==> config.mk <==
export PLATFORM = sky130hd
export DESIGN_NAME = fft_peak_finder
export DESIGN_NICKNAME = d
export VERILOG_FILES = /design/src/rtl/audio_pkg.sv /design/src/rtl/mag_sq_pipe.sv /design/src/rtl/fft_peak_finder.sv
export SDC_FILE = /design/constraint.sdc
export NUM_CORES = 1
export LEC_CHECK = 0
export BUFFER_PORTS_ARGS = -buffer_cell sky130_fd_sc_hd__buf_4
export CAP_MARGIN = 20
export CORE_MARGIN = 2
export CORE_UTILIZATION = 65
export DETAILED_ROUTE_END_ITERATION = 16
export PLACE_DENSITY = 0.84
export SYNTH_ARGS = -nofsm -noshare
export SYNTH_HDL_FRONTEND = slang
export SYNTH_HIERARCHICAL = 1
export SYNTH_SLANG_ARGS = --single-unit
export TNS_END_PERCENT = 30
==> constraint.sdc <==
create_clock -name clk -period 10.75 [get_ports clk]
set_input_delay 0.5375 -clock clk [delete_from_list [all_inputs] [get_ports clk]]
set_output_delay 0.5375 -clock clk [all_outputs]
set_load 0.02 [all_outputs]
==> src/rtl/audio_pkg.sv <==
// Shared audio/FFT definitions: spectrum word layout, widths and the peak-finder state encoding.
package audio_pkg;

   localparam int unsigned FFT_DW     = 14;
   localparam int unsigned FFT_ADDR_W = 10;
   localparam int unsigned MAG_W      = 28;

   typedef enum logic [1:0] {
      PF_IDLE,
      PF_SCAN,
      PF_DRAIN,
      PF_DONE
   } pf_state_t;

   // Packed spectrum word is {real, imag}, both two's complement.
   function automatic logic signed [FFT_DW-1:0] spec_re(input logic [2*FFT_DW-1:0] w);
      return w[2*FFT_DW-1:FFT_DW];
   endfunction

   function automatic logic signed [FFT_DW-1:0] spec_im(input logic [2*FFT_DW-1:0] w);
      return w[FFT_DW-1:0];
   endfunction

endpackage

==> src/rtl/mag_sq_pipe.sv <==
// Two-stage |X|^2 pipeline: registered signed squares, then registered unsigned sum.
// A valid bit and tag travel alongside so callers can keep per-sample context.
module mag_sq_pipe #(
   parameter int unsigned DW    = 14,
   parameter int unsigned TAG_W = 10
) (
   input  logic                 clk,
   input  logic                 rst_n,
   input  logic                 valid_i,
   input  logic [TAG_W-1:0]     tag_i,
   input  logic signed [DW-1:0] re_i,
   input  logic signed [DW-1:0] im_i,
   output logic                 valid_o,
   output logic [TAG_W-1:0]     tag_o,
   output logic [2*DW-1:0]      mag_o
);

   logic signed [2*DW-2:0] re_x, im_x;
   logic [2*DW-2:0]        sqr_d, sqi_d, sqr_q, sqi_q;
   logic                   v1_q, v2_q;
   logic [TAG_W-1:0]       tag1_q, tag2_q;
   logic [2*DW-1:0]        mag_d, mag_q;

   // 2*DW-1 bits hold (-2^(DW-1))^2 = 2^(2*DW-2) when read as unsigned.
   always_comb begin
      re_x  = {{(DW-1){re_i[DW-1]}}, re_i};
      im_x  = {{(DW-1){im_i[DW-1]}}, im_i};
      sqr_d = re_x * re_x;
      sqi_d = im_x * im_x;
      mag_d = {1'b0, sqr_q} + {1'b0, sqi_q};
   end

   always_ff @(posedge clk or negedge rst_n) begin
      if (!rst_n) begin
         v1_q   <= 1'b0;
         v2_q   <= 1'b0;
         tag1_q <= '0;
         tag2_q <= '0;
         sqr_q  <= '0;
         sqi_q  <= '0;
         mag_q  <= '0;
      end else begin
         v1_q   <= valid_i;
         tag1_q <= tag_i;
         sqr_q  <= sqr_d;
         sqi_q  <= sqi_d;
         v2_q   <= v1_q;
         tag2_q <= tag1_q;
         mag_q  <= mag_d;
      end
   end

   assign valid_o = v2_q;
   assign tag_o   = tag2_q;
   assign mag_o   = mag_q;

endmodule

==> src/rtl/fft_peak_finder.sv <==
// Scans a bin range of the FFT result RAM and reports the strongest bin, its |X|^2,
// and whether that power reaches the threshold latched at start.
module fft_peak_finder
   import audio_pkg::*;
#(
   parameter int unsigned ADDR_W  = 10,
   parameter int unsigned DW      = 14,
   parameter int unsigned MIN_BIN = 1,
   parameter int unsigned MAX_BIN = 511,
   parameter int unsigned RD_LAT  = 2
) (
   input  logic              clk,
   input  logic              rst_n,
   input  logic              start,
   input  logic [2*DW-1:0]   thresh,
   output logic [ADDR_W-1:0] rd_addr,
   input  logic [2*DW-1:0]   rd_q,
   output logic              busy,
   output logic              done,
   output logic [ADDR_W-1:0] peak_bin,
   output logic [2*DW-1:0]   peak_mag,
   output logic              peak_valid
);

   localparam int unsigned CNT_W = $clog2(RD_LAT + 2) + 1;

   pf_state_t         state_q, state_d;
   logic [ADDR_W-1:0] addr_q, addr_d;
   logic [2*DW-1:0]   thresh_q, thresh_d;
   logic [CNT_W-1:0]  cnt_q, cnt_d;

   logic [RD_LAT-1:0] tv_q;
   logic [ADDR_W-1:0] ti_q [RD_LAT];

   logic              p_valid;
   logic [ADDR_W-1:0] p_bin;
   logic [2*DW-1:0]   p_mag;

   logic              first_q, first_d;
   logic [ADDR_W-1:0] run_bin_q, run_bin_d, pb_q, pb_d;
   logic [2*DW-1:0]   run_mag_q, run_mag_d, pm_q, pm_d;
   logic              pv_q, pv_d;

   always_comb begin
      state_d  = state_q;
      addr_d   = addr_q;
      thresh_d = thresh_q;
      cnt_d    = cnt_q;
      unique case (state_q)
         PF_IDLE: if (start) begin
            state_d  = PF_SCAN;
            addr_d   = ADDR_W'(MIN_BIN);
            thresh_d = thresh;
         end
         PF_SCAN: begin
            cnt_d = '0;
            if (addr_q == ADDR_W'(MAX_BIN)) state_d = PF_DRAIN;
            else                            addr_d  = addr_q + 1'b1;
         end
         // The last issued bin leaves the compare stage RD_LAT+2 cycles after issue.
         PF_DRAIN: if (cnt_q == CNT_W'(RD_LAT + 1)) begin
            state_d = PF_DONE;
            addr_d  = '0;
         end else begin
            cnt_d = cnt_q + 1'b1;
         end
         PF_DONE: state_d = PF_IDLE;
         default: state_d = PF_IDLE;
      endcase
   end

   mag_sq_pipe #(.DW(DW), .TAG_W(ADDR_W)) u_mag (
      .clk     (clk),
      .rst_n   (rst_n),
      .valid_i (tv_q[RD_LAT-1]),
      .tag_i   (ti_q[RD_LAT-1]),
      .re_i    (rd_q[2*DW-1:DW]),
      .im_i    (rd_q[DW-1:0]),
      .valid_o (p_valid),
      .tag_o   (p_bin),
      .mag_o   (p_mag)
   );

   // Strict greater-than keeps the lower bin on ties; results publish on DONE entry.
   always_comb begin
      first_d   = first_q;
      run_bin_d = run_bin_q;
      run_mag_d = run_mag_q;
      if (state_q == PF_IDLE && start) begin
         first_d = 1'b1;
      end else if (p_valid && (first_q || p_mag > run_mag_q)) begin
         first_d   = 1'b0;
         run_bin_d = p_bin;
         run_mag_d = p_mag;
      end
      pb_d = pb_q;
      pm_d = pm_q;
      pv_d = pv_q;
      if (state_q == PF_DRAIN && state_d == PF_DONE) begin
         pb_d = run_bin_d;
         pm_d = run_mag_d;
         pv_d = (run_mag_d >= thresh_q);
      end
   end

   always_ff @(posedge clk or negedge rst_n) begin
      if (!rst_n) begin
         state_q   <= PF_IDLE;
         addr_q    <= '0;
         thresh_q  <= '0;
         cnt_q     <= '0;
         tv_q      <= '0;
         for (int unsigned i = 0; i < RD_LAT; i++) ti_q[i] <= '0;
         first_q   <= 1'b0;
         run_bin_q <= '0;
         run_mag_q <= '0;
         pb_q      <= '0;
         pm_q      <= '0;
         pv_q      <= 1'b0;
      end else begin
         state_q   <= state_d;
         addr_q    <= addr_d;
         thresh_q  <= thresh_d;
         cnt_q     <= cnt_d;
         tv_q[0]   <= (state_q == PF_SCAN);
         ti_q[0]   <= addr_q;
         for (int unsigned i = 1; i < RD_LAT; i++) begin
            tv_q[i] <= tv_q[i-1];
            ti_q[i] <= ti_q[i-1];
         end
         first_q   <= first_d;
         run_bin_q <= run_bin_d;
         run_mag_q <= run_mag_d;
         pb_q      <= pb_d;
         pm_q      <= pm_d;
         pv_q      <= pv_d;
      end
   end

   assign rd_addr    = addr_q;
   assign busy       = (state_q == PF_SCAN) || (state_q == PF_DRAIN);
   assign done       = (state_q == PF_DONE);
   assign peak_bin   = pb_q;
   assign peak_mag   = pm_q;
   assign peak_valid = pv_q;

endmodule
* Word level (Yosys, flattened, before mapping)
Index checks and enable logic that the tools add are counted.
Storage, ports and cells: register bits after elaboration 247, input bits 59, output and inout port bits 51, word-level logic and storage cells 65
Operators by class: add/sub/neg operators 3, multipliers 2, magnitude comparators 2, eq/ne operators 10, mux-type cells 16, reductions and logical operators 12
Operators by type and width (number):
- two-way mux 28 bit | 2
- multiplier 14 x 14 -> 27 bit | 2
- two-way mux 10 bit | 5
- case mux 10 bit (3 select lines) | 1
- adder 27 x 27 -> 28 bit | 1
- >= comparator 28 bit | 1
- greater-than comparator 28 bit | 1
- adder 10 x 1 -> 10 bit (second input constant) | 1
- equality test 10 x 9 -> 1 bit (second input constant) | 1
- inequality test 2 bit (second input constant) | 4
- case mux 2 bit (4 select lines) | 1
- equality test 2 bit (second input constant) | 3
- two-way mux 2 bit | 3
- case mux 3 bit (2 select lines) | 1
- AND reduction 2 bit | 2
- AND reduction 4 bit | 1
- nonzero test 2 bit | 2
- adder 3 x 1 -> 3 bit (second input constant) | 1
- equality test 3 x 2 -> 1 bit (second input constant) | 1
- logical AND 1 bit | 3
- two-way mux 3 bit | 1
- nonzero test 3 bit | 1
- equality test 2 x 1 -> 1 bit (second input constant) | 1
- zero test 2 bit | 1
- other kinds (2) | 4

* Longest topological paths before layout
Gate-level depths: netlist (run 1).
depth after elaboration 6, mapped depth 23, depth with buffers taken out 22

* By module
The synthesis (run 1) kept the hierarchy.
Modules (own cells, without submodules):
- mag_sq_pipe | instances 1, cells each 1691, area an instance 16813.6 um2, sequential area each 2552.4 um2
- fft_peak_finder | instances 1, cells each 692, area an instance 7200.7 um2, sequential area each 3578.4 um2

* Worst setup path after synthesis (run 1)
Ideal clock, no wire load.
path type input to register, start point input port rd_q[10], end point register u_mag.sqi_q[26], setup time 0.133 ns, arrival 5.788 ns, required time 10.617 ns, setup slack 4.830 ns, stages on the path 23, buffers on the path 1, cells stage by stage clkbuf_1 -> inv_1 -> nor2_1 -> inv_1 -> fa_1 -> inv_1 -> fa_1 -> inv_1 -> fa_1 -> inv_1 -> fa_1 -> fa_1 -> inv_1 -> fa_1 -> inv_1 -> ha_1 -> nand2_1 -> o21ai_0 -> a211oi_1 -> a211oi_2 -> o31ai_4 -> mux2i_1 -> nand4_1
Between the ends: cells in the longest elaborated chain, start to end 1
Ends and longest elaborated chain:
- from (decl) | line fft_peak_finder.sv:17 | input logic [2*DW-1:0] rd_q,
- multiplier 14 x 14 -> 27 bit | line mag_sq_pipe.sv:29 | sqi_d = im_x * im_x;
- net u_mag.sqi_d[26] | line mag_sq_pipe.sv:19 | logic [2*DW-2:0] sqr_d, sqi_d, sqr_q, sqi_q;
- to (signal assigned) | line mag_sq_pipe.sv:46 | sqi_q <= sqi_d;
- to (decl) | line mag_sq_pipe.sv:19
The timed path passes the listed nets, and every way through them passes these cells. A chain may end at the register's enable or synchronous reset.

* Worst setup path in the final report (run 1)
Same ends and word-level chain as after synthesis.

==> results of run 1 <==
## metrics by stage
stage                     area, sq um  hold WS [ns]  setup WS, ns  utilization
final                           26050        0.1230         5.019       0.7132
after global routing            26050        0.1941         4.656       0.7132
after CTS                       26050        0.1544         5.040       0.7132
after detailed placement        25150        0.3358         4.514       0.6887
after global placement          25150        0.3310         4.724       0.6887
after floorplan                 24010        0.2419         4.830            -
## worst paths after layout
kind / start / endpoint / cells after the start
worst max-delay path: rd_q[10] / u_mag/sqi_q[26] / 23
worst min-delay path: rst_n / peak_mag[18] / 1
worst max register to register: run_mag_q[25] / peak_valid / 15
worst min register to register: u_mag/tag1_q[1] / u_mag/tag_o[1] / 0
max in group asynchronous: rst_n / rd_addr[1] / 3
min in group clk: rd_q[14] / u_mag/sqr_q[0] / 1
## cells by family (layout without fill, tap and decap cells)
family | count (synthesis) | in the layout | share of synthesized area
AO/OA/AOI/OAI | 361 | 361 | 0.1022
adder cells (fa/ha/maj) | 557 | 557 | 0.3971
flip-flops | 245 | 245 | 0.2553
buffers and inverters | 618 | 716 | 0.1011
AND/OR/NAND/NOR | 475 | 475 | 0.09451
XOR/XNOR | 92 | 92 | 0.03355
multiplexers | 35 | 35 | 0.01626
## cell usage in the layout, fill, tap and decap left out, types with 14 or more instances in the layout
master	Yosys	layout
nand2_1	162	162
nor3_1	18	18
inv_1	551	551
fa_1	342	342
a31oi_1	46	45
nor2b_1	27	27
clkbuf_16	0	27
o21ai_2	14	14
dfrtp_1	245	245
o21ai_0	59	59
and2_1	78	77
a21oi_1	88	88
nor2_1	100	100
xnor2_1	70	70
o31ai_1	27	27
mux2_2	32	32
a21o_1	28	28
nand3_1	37	37
ha_1	215	215
xor2_1	22	22
buf_4	3	116
## layer usage
metal | share of wire | up-vias | routed length, um
li1 | - | 7647 | -
met5 | 0 | - | 0
met3 | 0.055 | 151 | 2852
met2 | 0.54 | 663 | 27710
met4 | 0.035 | 0 | 1779
met1 | 0.37 | 8563 | 19210
## final cells by class
type	instances	area, sq um	area share
flip-flops and latches	245	6131	0.2354
multi-input cells	1520	15480	0.5944
clock buffers	34	721.9	0.02772
clock inverters	14	172.7	0.006629
well taps	468	585.6	0.02248
repair buffers	117	885.9	0.03401
inverters	551	2068	0.07940
## state kept, by name, indices dropped and copies added (netlist names), 3 cells and up
register,count
cnt_q,3
run_mag_q,28
u_mag/sqi_q,26
u_mag/tag_o,10
ti_q,20
thresh_q,28
u_mag/sqr_q,26
u_mag/tag1_q,10
peak_mag,28
rd_addr,10
run_bin_q,10
u_mag/mag_o,28
peak_bin,10
==> out/results.txt, run 1 <==
status: finished, final reports clean
Worst Path Buf+Inv: 8
cell count after placement: 2901
maximum clock insertion buffer count: 3
post-synthesis cell area: 0.02401 sq mm
max_cap viols: 0
Detail Route Antenna Nets: 0
Seq/Total Area, Yosys: 0.2553
Root Buffer: clkbuf_16
Die X: 196.2 um
met1 Usage GRT: 0.3340
clk_lat worst skew: 0.53 ns
final WL: 51.55 mm
critical-path maximum fanout: 10
Post-Syn Nets: 2999
I/O pins: 110
fin nets: 3077
busiest grt layer: met2
Pre-antenna DRT Iters: 6
WL/cell: 17.48 um
reg-to-reg slack, setup: 5.77 ns
RSZ-0062 raised after global routing: no
initial antenna violation count: 1
Critical Path RT: 11.14 ns
post-synth top area share: 0.2851
maximum clock rate: 174.5 MHz
CORE AREA: 0.03652 sq mm
DP HPWL: 39.81 mm
largest area contributor in the netlist: fa_1
Slew headroom: 0.2748
TritonCTS Sinks: 245
Layout area overhead: 8.472%
max incr delay on CP: 0.52 ns
Final Skew: 0.01598 ns
via count: 17020
DRC: 0
Critical Path Most Common Cell: inv_1
Starting Density: 0.6575
final hold viol count: 0
flops & latches, synth: 245
Synth warnings: 6
largest net degree at the start of global routing: 126
layout cell share with drive strength beyond 1: 0.09875
GR Util met2: 0.5238
crit-path leading delay family: adder cells
die height: 196.2 um
dominant cell by count in the synthesized netlist: inv_1
diodes inserted: 0
Post-Syn Instances: 2383
fill count: 2541
row count: 70
hold_buf cts: 0
Post-synth ARST share: 1.000
synth unique cells: 72
clk slew on worst S/H paths: 0.07 ns
Pins Over Slew Limit: 0
crit share post-route: 0.5331
setup tns final: 0 ns
crit path DAT: 6.12 ns
non-filler cells, final: 2949
Via density: 5.773
CP Class: in2reg
Tightest Hold Check Type: in2async
top cells by area, synth: fa_1 29%, dfrtp_1 26%, ha_1 11%
Avg Cell Area, Syn: 10.08 sq um
CP max stage cell: fa_1
Tot GR Track Use: 0.2781
Tightest Pin Transition: 1.085 ns
gp weighted congestion: 0.8932
met3 usage in global routing: 0.02579
Post-synth top flop: dfrtp_1
first-pass GRT wire length: 86.68 mm
vias in the first global route: 18620
Cell Chain, Critical Path: buf_4 -> inv_1 -> nor2_1 -> inv_1 -> fa_1 -> inv_1 -> fa_1 -> inv_1 -> fa_1 -> inv_1 -> fa_1 -> fa_1 -> inv_1 -> fa_1 -> inv_1 -> ha_1 -> nand2_1 -> o21ai_0 -> a211oi_1 -> a211oi_2 -> o31ai_4 -> mux2i_1 -> nand4_1
post-CTS sizing: 0
port bufs: 109
H-tree depth: 1
final setup fails: 0
CTS Buf Count: 26
Post-CTS Setup Inserts: 0
Final min period: 5.731 ns
most common library cells after synthesis: 551 x inv_1, 342 x fa_1, 245 x dfrtp_1, 215 x ha_1, 162 x nand2_1
Post-synth EDFFs: 0
total grt overflow: 0
CTS tree: done
initial DRC count: 1042
crit start category: input port
Setup crit end kind: flip-flop
DIE AREA: 0.03850 sq mm
Power of run 1 is not shown: default switching activity piles up to over one toggle a cycle in this logic, so the estimate is an artifact.
==> run 2, diff against run 1 <==
--- a/config.mk
+++ b/config.mk
@@ -5,12 +5,13 @@
 export SDC_FILE = /design/constraint.sdc
 export NUM_CORES = 1
 export LEC_CHECK = 0
+export ABC_AREA = 1
 export BUFFER_PORTS_ARGS = -buffer_cell sky130_fd_sc_hd__buf_4
 export CAP_MARGIN = 20
 export CORE_MARGIN = 2
-export CORE_UTILIZATION = 65
+export CORE_UTILIZATION = 64
 export DETAILED_ROUTE_END_ITERATION = 16
-export PLACE_DENSITY = 0.84
+export PLACE_DENSITY = 0.82
 export SYNTH_ARGS = -nofsm -noshare
 export SYNTH_HDL_FRONTEND = slang
 export SYNTH_HIERARCHICAL = 1
==> constraint.sdc (replaced) <==
create_clock -name clk -period 5.95 [get_ports clk]
set_input_delay 0.2975 -clock clk [delete_from_list [all_inputs] [get_ports clk]]
set_output_delay 0.2975 -clock clk [all_outputs]
set_load 0.02 [all_outputs]
==> out/results.txt, run 2 <==
R2R cell count: 23
DIE AREA: 0.04120 sq mm
XOR/XNOR Fraction of Synth Area: 0.02420
final WL: 56.13 mm
Critical Path RT: 6.42 ns
crit path DAT: 5.96 ns
largest area contributor in the netlist: fa_1
Root Buffer: clkbuf_16
clk_lat worst skew: 0.54 ns
crit start category: input port
commonest non-fill, non-tap cell in the layout: inv_1
Detail Route Antenna Nets: 0
Synth warnings: 6
synth unique cells: 46
Synth Area in Adders: 0.3764
maximum clock rate: 182.2 MHz
Tot GR Track Use: 0.2842
Post-synth ARST share: 1.000
vias in the first global route: 20580
Via density: 5.286
max_cap viols: 0
Post-synth EDFFs: 0
CTS Buf Count: 26
maximum clock insertion buffer count: 3
TritonCTS Sinks: 245
DRC: 0
post-synth top area share: 0.2702
final setup fails: 0
reg-to-reg slack, setup: 1.57 ns
Post-synth top flop: dfrtp_1
Final min period: 5.489 ns
critical-path maximum fanout: 16
Post-CTS Setup Inserts: 0
diodes inserted: 0
first-pass GRT wire length: 95.23 mm
largest family of logic cells by synthesized area: adder cells
total grt overflow: 0
WL/cell: 15.34 um
top cells by area, synth: fa_1 27%, dfrtp_1 24%, inv_1 12%
fin nets: 3739
proportion of synthesized area in mux cells: 0.0004444
setup tns final: 0 ns
Tightest Pin Transition: 1.049 ns
CP Class: in2reg
Synth Area in Compound Gates: 0.05239
via count: 19340
Avg Cell Area, Syn: 8.357 sq um
Post-Syn Instances: 3032
hold_buf cts: 6
flops & latches, synth: 245
status: finished, final reports clean
Die X: 203.0 um
layout cell share with drive strength beyond 1: 0.06017
simple-gate portion of the synthesized area: 0.1755
largest net degree at the start of global routing: 122
DP HPWL: 45.87 mm
I/O pins: 110
CP Launch Point: rd_q[0]
most frequent cells in the layout: 801 x inv_1, 649 x nand2_1, 342 x fa_1
Final Skew: 0.01504 ns
Seq/Total Area, Yosys: 0.2420
RSZ-0062 raised after global routing: no
dominant cell by count in the synthesized netlist: inv_1
hold_sp: thresh[22]
Setup crit end kind: flip-flop
gp weighted congestion: 0.9182
Post-Syn Nets: 3648
Starting Density: 0.6526
Tightest Hold Check Type: in2reg
R2R Path End: peak_valid
CTS tree: done
port bufs: 109
post-synthesis cell area: 0.02534 sq mm
Critical Path Sink: u_mag/sqi_q[24]
row count: 72
CORE AREA: 0.03883 sq mm
H-tree depth: 1
final hold viol count: 0
r2r startpoint: u_mag/mag_o[27]
most common library cells after synthesis: 801 x inv_1, 650 x nand2_1, 342 x fa_1, 245 x dfrtp_1, 215 x ha_1
post-CTS sizing: 0
initial DRC count: 1119
initial antenna violation count: 0
die height: 203.0 um
clk slew on worst S/H paths: 0.06 ns
Layout area overhead: 8.631%
Pre-antenna DRT Iters: 5
Slew headroom: 0.2990
crit share post-route: 0.9225
Pins Over Slew Limit: 0
-- run 2: changes by cell type after synthesis, moves of 20 or more --
cell     before  now
xnor2_1      70   24
a21oi_1      88  142
nand3_1      37  145
and2_1       78   41
mux2_2       32    1
nor2_1      100  149
a31oi_1      46    1
nand4_1      12   32
nor2b_1      27    0
nand2_1     162  650
xor2_1       22   46
inv_1       551  801
o31ai_1      27    0
-- run 2: worst max-delay path, stage by stage --
cell,delay [ns]
dlygate4sd3_1,0.54
buf_4,0.20
nand2_1,0.08
inv_1,0.06
ha_1,0.43
fa_1,0.59
inv_1,0.26
fa_1,0.46
inv_1,0.10
fa_1,0.41
fa_1,0.49
inv_1,0.05
fa_1,0.49
inv_1,0.04
ha_1,0.36
nand2_1,0.09
inv_1,0.08
nand2_1,0.12
nor3_1,0.29
nand3_1,0.24
nand3_1,0.14
nand2_1,0.06
nand2_1,0.07
-- run 2: cells by family (layout without fill, tap and decap cells) --
group	count (synthesis)	after routing
flops	245	245
buf+inv	862	971
xor+xnor	70	70
compound gates	239	239
simple gates	1058	1058
fa+ha+maj	557	557
mux	1	1
-- run 2: per-stage QoR --
step / instance area (sq um) / utilization / instances / hold WS, ns / setup WS (ns)
after floorplan: 25340 / - / 3032 / 0.001909 / 0.4714
after global placement: 26610 / 0.6854 / 3607 / 0.3312 / 0.3868
after detailed placement: 26610 / 0.6854 / 3607 / 0.3347 / 0.2434
after CTS: 27530 / 0.7089 / 3659 / 0.005092 / 0.5317
after global routing: 27530 / 0.7089 / 3659 / 0.01368 / 0.2095
final: 27530 / 0.7089 / 3659 / 0.01813 / 0.4609
-- run 2: cell type report --
cell class	instances	area [sq um]
multi-input cells	1925	15940
fillers	2973	11300
flip-flops and latches	245	6131
inverters	803	3014
repair buffers	122	938.4
clock buffers	34	700.7
well taps	518	648.1
clock inverters	12	153.9
-- run 2: worst min path at each step --
stage / cells past startpoint / end / slack [ns]
floorplan: 0 / cnt_q[0] / 0.002
global placement: 0 / ti_q[2] / 0.33
detailed placement: 0 / ti_q[3] / 0.33
CTS: 1 / u_mag/sqr_q[0] / 0.005
global route: 1 / u_mag/sqr_q[0] / 0.01
finish: 3 / thresh_q[22] / 0.02
-- run 2: per-layer routing --
metal,share of wire,GRT usage,routed length [um]
met4,0.027,0.08863,1504
met3,0.049,0.02953,2774
met2,0.52,0.5159,29150
met1,0.40,0.3587,22700
met5,0,0,0
Power of run 2 is left out for the same reason.
==> run 3, diff against run 2 <==
--- a/config.mk
+++ b/config.mk
@@ -9,9 +9,9 @@
 export BUFFER_PORTS_ARGS = -buffer_cell sky130_fd_sc_hd__buf_4
 export CAP_MARGIN = 20
 export CORE_MARGIN = 2
-export CORE_UTILIZATION = 64
+export CORE_UTILIZATION = 35
 export DETAILED_ROUTE_END_ITERATION = 16
-export PLACE_DENSITY = 0.82
+export PLACE_DENSITY = 0.5
 export SYNTH_ARGS = -nofsm -noshare
 export SYNTH_HDL_FRONTEND = slang
 export SYNTH_HIERARCHICAL = 1
==> out/results.txt, run 3 (synthesis results as in run 2) <==
status: finished, final reports clean
H-tree depth: 1
vias in the first global route: 19370
clk_lat worst skew: 0.55 ns
hold_sp: thresh[4]
Worst Hold Path EP: thresh_q[4]
CTS Buf Count: 28
R2R cell count: 21
Pins Over Slew Limit: 0
port bufs: 109
r2r startpoint: u_mag/mag_o[27]
final setup fails: 0
largest net degree at the start of global routing: 114
reg-to-reg slack, setup: 2.11 ns
most frequent cells in the layout: 801 x inv_1, 649 x nand2_1, 342 x fa_1
CP Launch Point: rd_q[14]
fill count: 7378
R2R Path End: peak_valid
met3 usage in global routing: 0.01098
RSZ-0062 raised after global routing: no
Final Skew: 0.01031 ns
Die X: 273.1 um
initial antenna violation count: 0
DIE AREA: 0.07456 sq mm
crit path DAT: 5.74 ns
fin util: 0.3964
area of the multi-input gates: 0.01594 sq mm
first-pass GRT wire length: 96.83 mm
busiest grt layer: met2
layout cell share with drive strength beyond 1: 0.06311
Setup crit end kind: flip-flop
total grt overflow: 0
via count: 18440
Tot GR Track Use: 0.1590
Tightest Pin Transition: 0.8896 ns
crit start category: input port
diodes inserted: 0
WL/cell: 13.94 um
max_cap viols: 0
met1 Usage GRT: 0.2147
GR Util met2: 0.2837
CORE AREA: 0.07161 sq mm
Tightest Hold Check Type: in2reg
maximum clock insertion buffer count: 3
Critical Path RT: 6.39 ns
DP HPWL: 47.31 mm
Final min period: 5.298 ns
initial DRC count: 852
row count: 98
I/O pins: 110
die height: 273.1 um
fin nets: 3763
final WL: 57.42 mm
commonest non-fill, non-tap cell in the layout: inv_1
Detail Route Antenna Nets: 0
setup tns final: 0 ns
maximum clock rate: 188.7 MHz
TritonCTS Sinks: 245
gp weighted congestion: 0.8578
critical-path maximum fanout: 16
Layout area overhead: 12.01%
Root Buffer: clkbuf_16
register area: 0.006131 sq mm
Via density: 4.476
Slew headroom: 0.4069
post-CTS sizing: 0
Hold Path Stages: 3
Pre-antenna DRT Iters: 7
final hold viol count: 0
crit share post-route: 0.8905
CTS tree: done
clk slew on worst S/H paths: 0.06 ns
CP Class: in2reg
Starting Density: 0.3538
DRC: 0
run 3: cell type report:
type / instances / area share
repair buffers: 144 / 0.04117
clock buffers: 35 / 0.02777
flip-flops and latches: 245 / 0.2160
multi-input cells: 1925 / 0.5616
well taps: 950 / 0.04188
clock inverters: 17 / 0.005378
inverters: 803 / 0.1062
run 3: critical path, cell delays in order:
cell	delay [ns]
dlygate4sd3_1	0.54
buf_4	0.21
nand2_1	0.08
inv_1	0.06
ha_1	0.38
fa_1	0.72
inv_1	0.16
fa_1	0.50
inv_1	0.05
fa_1	0.52
inv_1	0.05
fa_1	0.46
fa_1	0.51
inv_1	0.04
ha_1	0.34
nand2_1	0.10
nor2_1	0.11
inv_1	0.06
nor3_1	0.21
nand3b_1	0.15
nand4_1	0.11
nand2_1	0.05
run 3: what timing repair did:
| action | in CTS | in global routing |
|---|---|---|
| hold endpoints to repair | 137 | 0 |
| setup buffers | 0 | 0 |
| hold buffers | 27 | 0 |
run 3: worst max-delay path by stage:
stage	endpoint	depth (start not counted)	slack [ns]
after CTS	u_mag/sqr_q[24]	22	0.65
after global placement	u_mag/sqr_q[24]	21	0.34
final	u_mag/sqr_q[24]	22	0.65
after detailed placement	u_mag/sqr_q[24]	21	0.27
after global routing	u_mag/sqr_q[26]	23	0.31
after floorplan	u_mag/sqi_q[25]	25	0.47
run 3: per-stage QoR:
stage	setup WS, ns	hold slack, ns	cells	instance area, sq um
floorplan	0.4714	0.001909	3032	25340
global placement	0.3376	0.3317	4040	27170
detailed placement	0.2717	0.3347	4040	27170
CTS	0.6483	0.003300	4119	28380
global route	0.3125	0.02059	4119	28380
finish	0.6517	0.02206	4119	28380
run 3: layer usage:
| layer | share of wire | up-vias | wire [um] |
|---|---|---|---|
| met2 | 0.49 | 219 | 28350 |
| met5 | 0 | - | 0 |
| li1 | - | 9260 | - |
| met1 | 0.47 | 8909 | 26820 |
| met3 | 0.025 | 50 | 1452 |
| met4 | 0.014 | 0 | 791 |
Power of run 3 is left out for the same reason.
